===== config.mk =====
export PLATFORM = sky130hd
export DESIGN_NAME = pipelined_addsub
export DESIGN_NICKNAME = d
export VERILOG_FILES = /design/src/rtl/pipelined_addsub.sv
export SDC_FILE = /design/constraint.sdc
export NUM_CORES = 1
export LEC_CHECK = 0
export ABC_AREA = 1
export BUFFER_PORTS_ARGS = -buffer_cell sky130_fd_sc_hd__buf_2
export CORE_MARGIN = 4
export CORE_UTILIZATION = 25
export CTS_BUF_LIST = sky130_fd_sc_hd__clkbuf_16
export DETAILED_ROUTE_END_ITERATION = 7
export PLACE_DENSITY = 0.44
export SETUP_SLACK_MARGIN = 0.02
export SLEW_MARGIN = 20
export SYNTH_ARGS = -nofsm -noshare
export SYNTH_HDL_FRONTEND = slang
export SYNTH_SLANG_ARGS = --single-unit

===== constraint.sdc =====
create_clock -name clk -period 21.4 [get_ports clk]
set_input_delay 2.14 -clock clk [delete_from_list [all_inputs] [get_ports clk]]
set_output_delay 2.14 -clock clk [all_outputs]
set_load 0.005 [all_outputs]

===== src/rtl/pipelined_addsub.sv =====
// WIDTH-bit ripple-carry adder/subtractor split into STAGES register slices, with
// valid/ready on both sides and ARM NZCV flags produced alongside the final slice.
module pipelined_addsub #(
    parameter int WIDTH  = 64,
    parameter int STAGES = 4
) (
    input  logic             clk,
    input  logic             reset_n,
    input  logic             flush,
    input  logic             in_valid,
    output logic             in_ready,
    input  logic [WIDTH-1:0] a,
    input  logic [WIDTH-1:0] b,
    input  logic             sub,
    input  logic             c_in,
    output logic             out_valid,
    input  logic             out_ready,
    output logic [WIDTH-1:0] sum,
    output logic [3:0]       flags
);
    localparam int S = WIDTH / STAGES;

    // Handshake: a beat moves only on a rising edge where valid and ready are both high.
    // Valid never waits on ready; ready is a combinational chain back from out_ready,
    // so a full pipeline keeps streaming with no bubbles while out_ready stays high.

    function automatic logic [1:0] full_add(input logic x, input logic y, input logic ci);
        return {(x & y) | (ci & (x ^ y)), x ^ y ^ ci};
    endfunction

    // Returns {carry into slice MSB, carry out, slice sum}.
    function automatic logic [S+1:0] slice_add(input logic [S-1:0] x, input logic [S-1:0] y,
                                               input logic ci);
        logic [S-1:0] s;
        logic         c;
        logic         c_msb;
        logic [1:0]   fa;
        c     = ci;
        c_msb = ci;
        s     = '0;
        for (int i = 0; i < S; i++) begin
            c_msb = c;
            fa    = full_add(x[i], y[i], c);
            s[i]  = fa[0];
            c     = fa[1];
        end
        return {c_msb, c, s};
    endfunction

    logic [STAGES-1:0] vld;
    logic [WIDTH-1:0]  op_a [STAGES];
    logic [WIDTH-1:0]  op_b [STAGES];
    logic [WIDTH-1:0]  op_r [STAGES];
    logic              op_c [STAGES];
    logic [3:0]        flags_q;

    logic [WIDTH-1:0]  src_a [STAGES];
    logic [WIDTH-1:0]  src_b [STAGES];
    logic [WIDTH-1:0]  src_r [STAGES];
    logic              src_c [STAGES];
    logic [WIDTH-1:0]  nxt_r [STAGES];
    logic              nxt_c [STAGES];
    logic [S+1:0]      slice_res [STAGES];
    logic [3:0]        nxt_flags;
    logic              adv  [STAGES];
    logic              load [STAGES];

    // Stage 0 conditions the operands; later stages pick up the beat from their predecessor.
    always_comb begin
        src_a[0] = a;
        src_b[0] = sub ? ~b : b;
        src_c[0] = sub | c_in;
        src_r[0] = '0;
        for (int k = 1; k < STAGES; k++) begin
            src_a[k] = op_a[k-1];
            src_b[k] = op_b[k-1];
            src_c[k] = op_c[k-1];
            src_r[k] = op_r[k-1];
        end
        for (int k = 0; k < STAGES; k++) begin
            slice_res[k]         = slice_add(src_a[k][k*S +: S], src_b[k][k*S +: S], src_c[k]);
            nxt_r[k]             = src_r[k];
            nxt_r[k][k*S +: S]   = slice_res[k][S-1:0];
            nxt_c[k]             = slice_res[k][S];
        end
    end

    assign nxt_flags = {nxt_r[STAGES-1][WIDTH-1],
                        (nxt_r[STAGES-1] == '0),
                        nxt_c[STAGES-1],
                        slice_res[STAGES-1][S+1] ^ nxt_c[STAGES-1]};

    always_comb begin
        adv[STAGES-1] = vld[STAGES-1] & out_ready;
        for (int k = STAGES - 2; k >= 0; k--) begin
            adv[k] = vld[k] & (~vld[k+1] | adv[k+1]);
        end
        load[0] = in_valid & in_ready;
        for (int k = 1; k < STAGES; k++) begin
            load[k] = adv[k-1];
        end
    end

    assign in_ready = ~flush & (~vld[0] | adv[0]);

    always_ff @(posedge clk or negedge reset_n) begin
        if (!reset_n) begin
            vld     <= '0;
            flags_q <= '0;
            for (int k = 0; k < STAGES; k++) begin
                op_a[k] <= '0;
                op_b[k] <= '0;
                op_r[k] <= '0;
                op_c[k] <= 1'b0;
            end
        end else begin
            for (int k = 0; k < STAGES; k++) begin
                if (flush) begin
                    vld[k] <= 1'b0;
                end else if (load[k]) begin
                    vld[k] <= 1'b1;
                end else if (adv[k]) begin
                    vld[k] <= 1'b0;
                end
                if (load[k] && !flush) begin
                    op_a[k] <= src_a[k];
                    op_b[k] <= src_b[k];
                    op_r[k] <= nxt_r[k];
                    op_c[k] <= nxt_c[k];
                end
            end
            if (load[STAGES-1] && !flush) begin
                flags_q <= nxt_flags;
            end
        end
    end

    assign out_valid = vld[STAGES-1];
    assign sum       = op_r[STAGES-1];
    assign flags     = flags_q;

endmodule


==> flow_summary.json <==
{
  "status": "completed",
  "fin_crit_sh_pct": 43.1,
  "grtUsageTotal_pct": 12.8,
  "hpwl_mm": 30.0,
  "cts_buffers": 43,
  "syn_inst": 1727,
  "syn_to_final_growth_pct": 19.6,
  "drt-initial-drc-count": 680,
  "yosysSeqAreaShare_pct": 56.0,
  "antenna_found_initial": 1,
  "initial_core_util_pct": 25.4,
  "layout_commonest_cell": "nand2_1",
  "vdd_drop_max_mv": 0.0532,
  "post_layout_nonfiller_instances": 2759,
  "setup_viol": 0,
  "crit_arrival_ns": 9.67,
  "synth-warning-count": 0,
  "cap_violations": 0,
  "clkTransAtPathRegs_ns": 0.06,
  "layout_common_cells": "523 x nand2_1, 362 x dfrtp_1, 201 x buf_2",
  "htree_num_levels": 2,
  "dr.pass1.iters": 4,
  "finalWeightedCongestion": 0.758,
  "r2r-start": "op_a[112]",
  "worstSetupPathType": "in2reg",
  "p_clk_share_pct": 34.4,
  "synth_area_per_cell_um2": 9.36,
  "drc": 0,
  "regArea_um2": 9060,
  "pwr-share-comb_pct": 20.3,
  "start_kind": "input pin",
  "multiInputGateArea_um2": 6020,
  "drtAntennaViolNets": 0,
  "synth-seq-cells": 362,
  "post-place-cells": 2681,
  "final_area_um2": 19300,
  "hold_viol": 0,
  "fill_cells": 6836,
  "layout.nets": 2079,
  "clock_latency_ns": 0.56,
  "vias": 11400,
  "synthesis.area_um2": 16200,
  "path_max_fanout": 30,
  "synth_nets": 1926,
  "grt_max_degree": 106,
  "rrSetupSlack_ns": 14.03,
  "grt_pass1_wl_mm": 70.9,
  "r2r-end": "flags[2]",
  "seq_power_share_pct": 45.3,
  "cts_resized": 0,
  "die_w_um": 262,
  "avgRoutedWirePerCell_um": 16.0,
  "grt_pass1_vias": 12200,
  "crit_path_end_kind": "flip-flop",
  "cts_tree": "done",
  "io_pins": 205,
  "die_area_um2": 68800,
  "hold_buffers": 0,
  "worstHoldStart": "op_a[230]",
  "leakage_nw": 10.1,
  "clock_skew_ns": 0.0137,
  "synth_cell_types": 22,
  "place_area_um2": 17900,
  "drv_slew": 0,
  "setup_slack_ns": 12.17,
  "tightest_slew_ns": 1.00,
  "die_h_um": 262,
  "grt_setup_unrepaired": "false",
  "relSlewSlack_pct": 33.0,
  "preCtsSetupSlack_ns": 11.51,
  "min_to": "op_a[230]",
  "min_path_cells": 2,
  "rows": 92,
  "core_um2": 63500,
  "fin_setup_tns_ns": 0,
  "min_period_ns": 9.23,
  "avgViaCountPerCell": 4.14,
  "wl_mm": 44.0,
  "cts.path.max_buffers": 3,
  "cts_setup_buffers": 0,
  "p_switching_mw": 0.648,
  "swShare_pct": 30.6,
  "internal_power_mw": 1.47,
  "cts.sinks": 362,
  "numPortBuffers": 204,
  "hold_class": "reg2reg",
  "max_freq_mhz": 108,
  "power_density_nw_per_um2": 109,
  "required_ns": 21.84,
  "grt.overflow.total": 0,
  "cts-root-buf": "clkbuf_16",
  "holdWs_ns": 0.468,
  "num_antenna_cells": 0,
  "drive_above_1_share_pct": 14.9,
  "reg2reg_depth": 25
}
==> power by group through the flow <==
stage	clock network [mW]	registers (mW)	logic [mW]
floorplan	0	0.947	0.262
global placement	0	0.967	0.438
detailed placement	0	0.972	0.443
CTS	0.760	0.961	0.445
global route	0.784	0.981	0.505
finish	0.728	0.958	0.430
==> Yosys cell counts, drive strengths merged <==
master	count	area share [%]
nand2	524	12
dfrtp	362	56
inv	174	4.0
o21ai	126	3.9
nand4	114	4.4
nor2	106	2.5
a21oi	68	2.1
fa	64	7.9
buf	61	1.8
clkbuf	49	1.1
xor2	49	2.7
xnor2	16	0.87
nand3	8	0.28
nor3	2	0.062
clkinv	1	0.023
o211ai	1	0.077
o31ai	1	0.046
or2	1	0.039
==> how the worst max path moves through the flow <==
stage               startpoint  depth (start not counted)         end  slack, ns
global placement           sub                         23  nxt_r[143]      11.59
floorplan                  sub                         24  nxt_r[143]      11.80
finish                     sub                         23  nxt_r[143]      12.17
CTS                        sub                         23  nxt_r[143]      12.12
detailed placement         sub                         23  nxt_r[143]      11.51
global route               sub                         23  nxt_r[143]      11.76
==> layout make-up <==
type	count	area share (%)
clock buffers	44	5.69
clock inverters	34	1.53
inverters	175	3.42
multi-input cells	1080	31.1
flip-flops and latches	362	46.8
well taps	846	5.47
repair buffers	218	5.92
==> routing by layer <==
metal / vias to the layer above / track usage (%) / wire [um]
met1: 5456 / 17.7 / 21300
met2: 163 / 20.7 / 20300
met4: 0 / 3.59 / 1090
met5: - / 0 / 0
met3: 67 / 2.11 / 1310
li1: 5736 / - / -
==> state kept, by name, summed over array words and instances, names as in the netlist <==
| register | flops |
|---|---|
| vld | 4 |
| op_a | 96 |
| op_c | 3 |
| flags | 3 |
| op_b | 96 |
| sum | 64 |
| nxt_r | 96 |
==> cell families (layout without fill, tap and decap cells) <==
kind of cell / after synthesis / after routing / synth area share (%)
flip-flops: 362 / 362 / 56.0
buffers and inverters: 285 / 471 / 6.98
AO/OA/AOI/OAI: 196 / 196 / 6.13
AND/OR/NAND/NOR: 755 / 755 / 19.4
XOR/XNOR: 65 / 65 / 3.52
adder cells (fa/ha/maj): 64 / 64 / 7.92
==> through the flow <==
stage / util, % / total power, mW
detailed placement: 28.2 / 1.41
finish: 30.4 / 2.12
floorplan: - / 1.21
CTS: 30.4 / 2.17
global route: 30.4 / 2.27
global placement: 28.2 / 1.41
==> worst max-delay path, stage by stage <==
cell     delay [ns]
buf_4          0.40
xnor2_1        0.17
fa_1           0.41
fa_1           0.42
fa_1           0.42
fa_1           0.43
fa_1           0.45
fa_1           0.44
fa_1           0.42
fa_1           0.43
fa_1           0.44
fa_1           0.43
fa_1           0.42
fa_1           0.42
fa_1           0.42
fa_1           0.40
inv_1          0.08
fa_1           0.16
inv_1          0.05
fa_1           0.49
inv_1          0.04
nand4_1        0.07
nand2_1        0.06
Power figures use the tool's default switching activity.
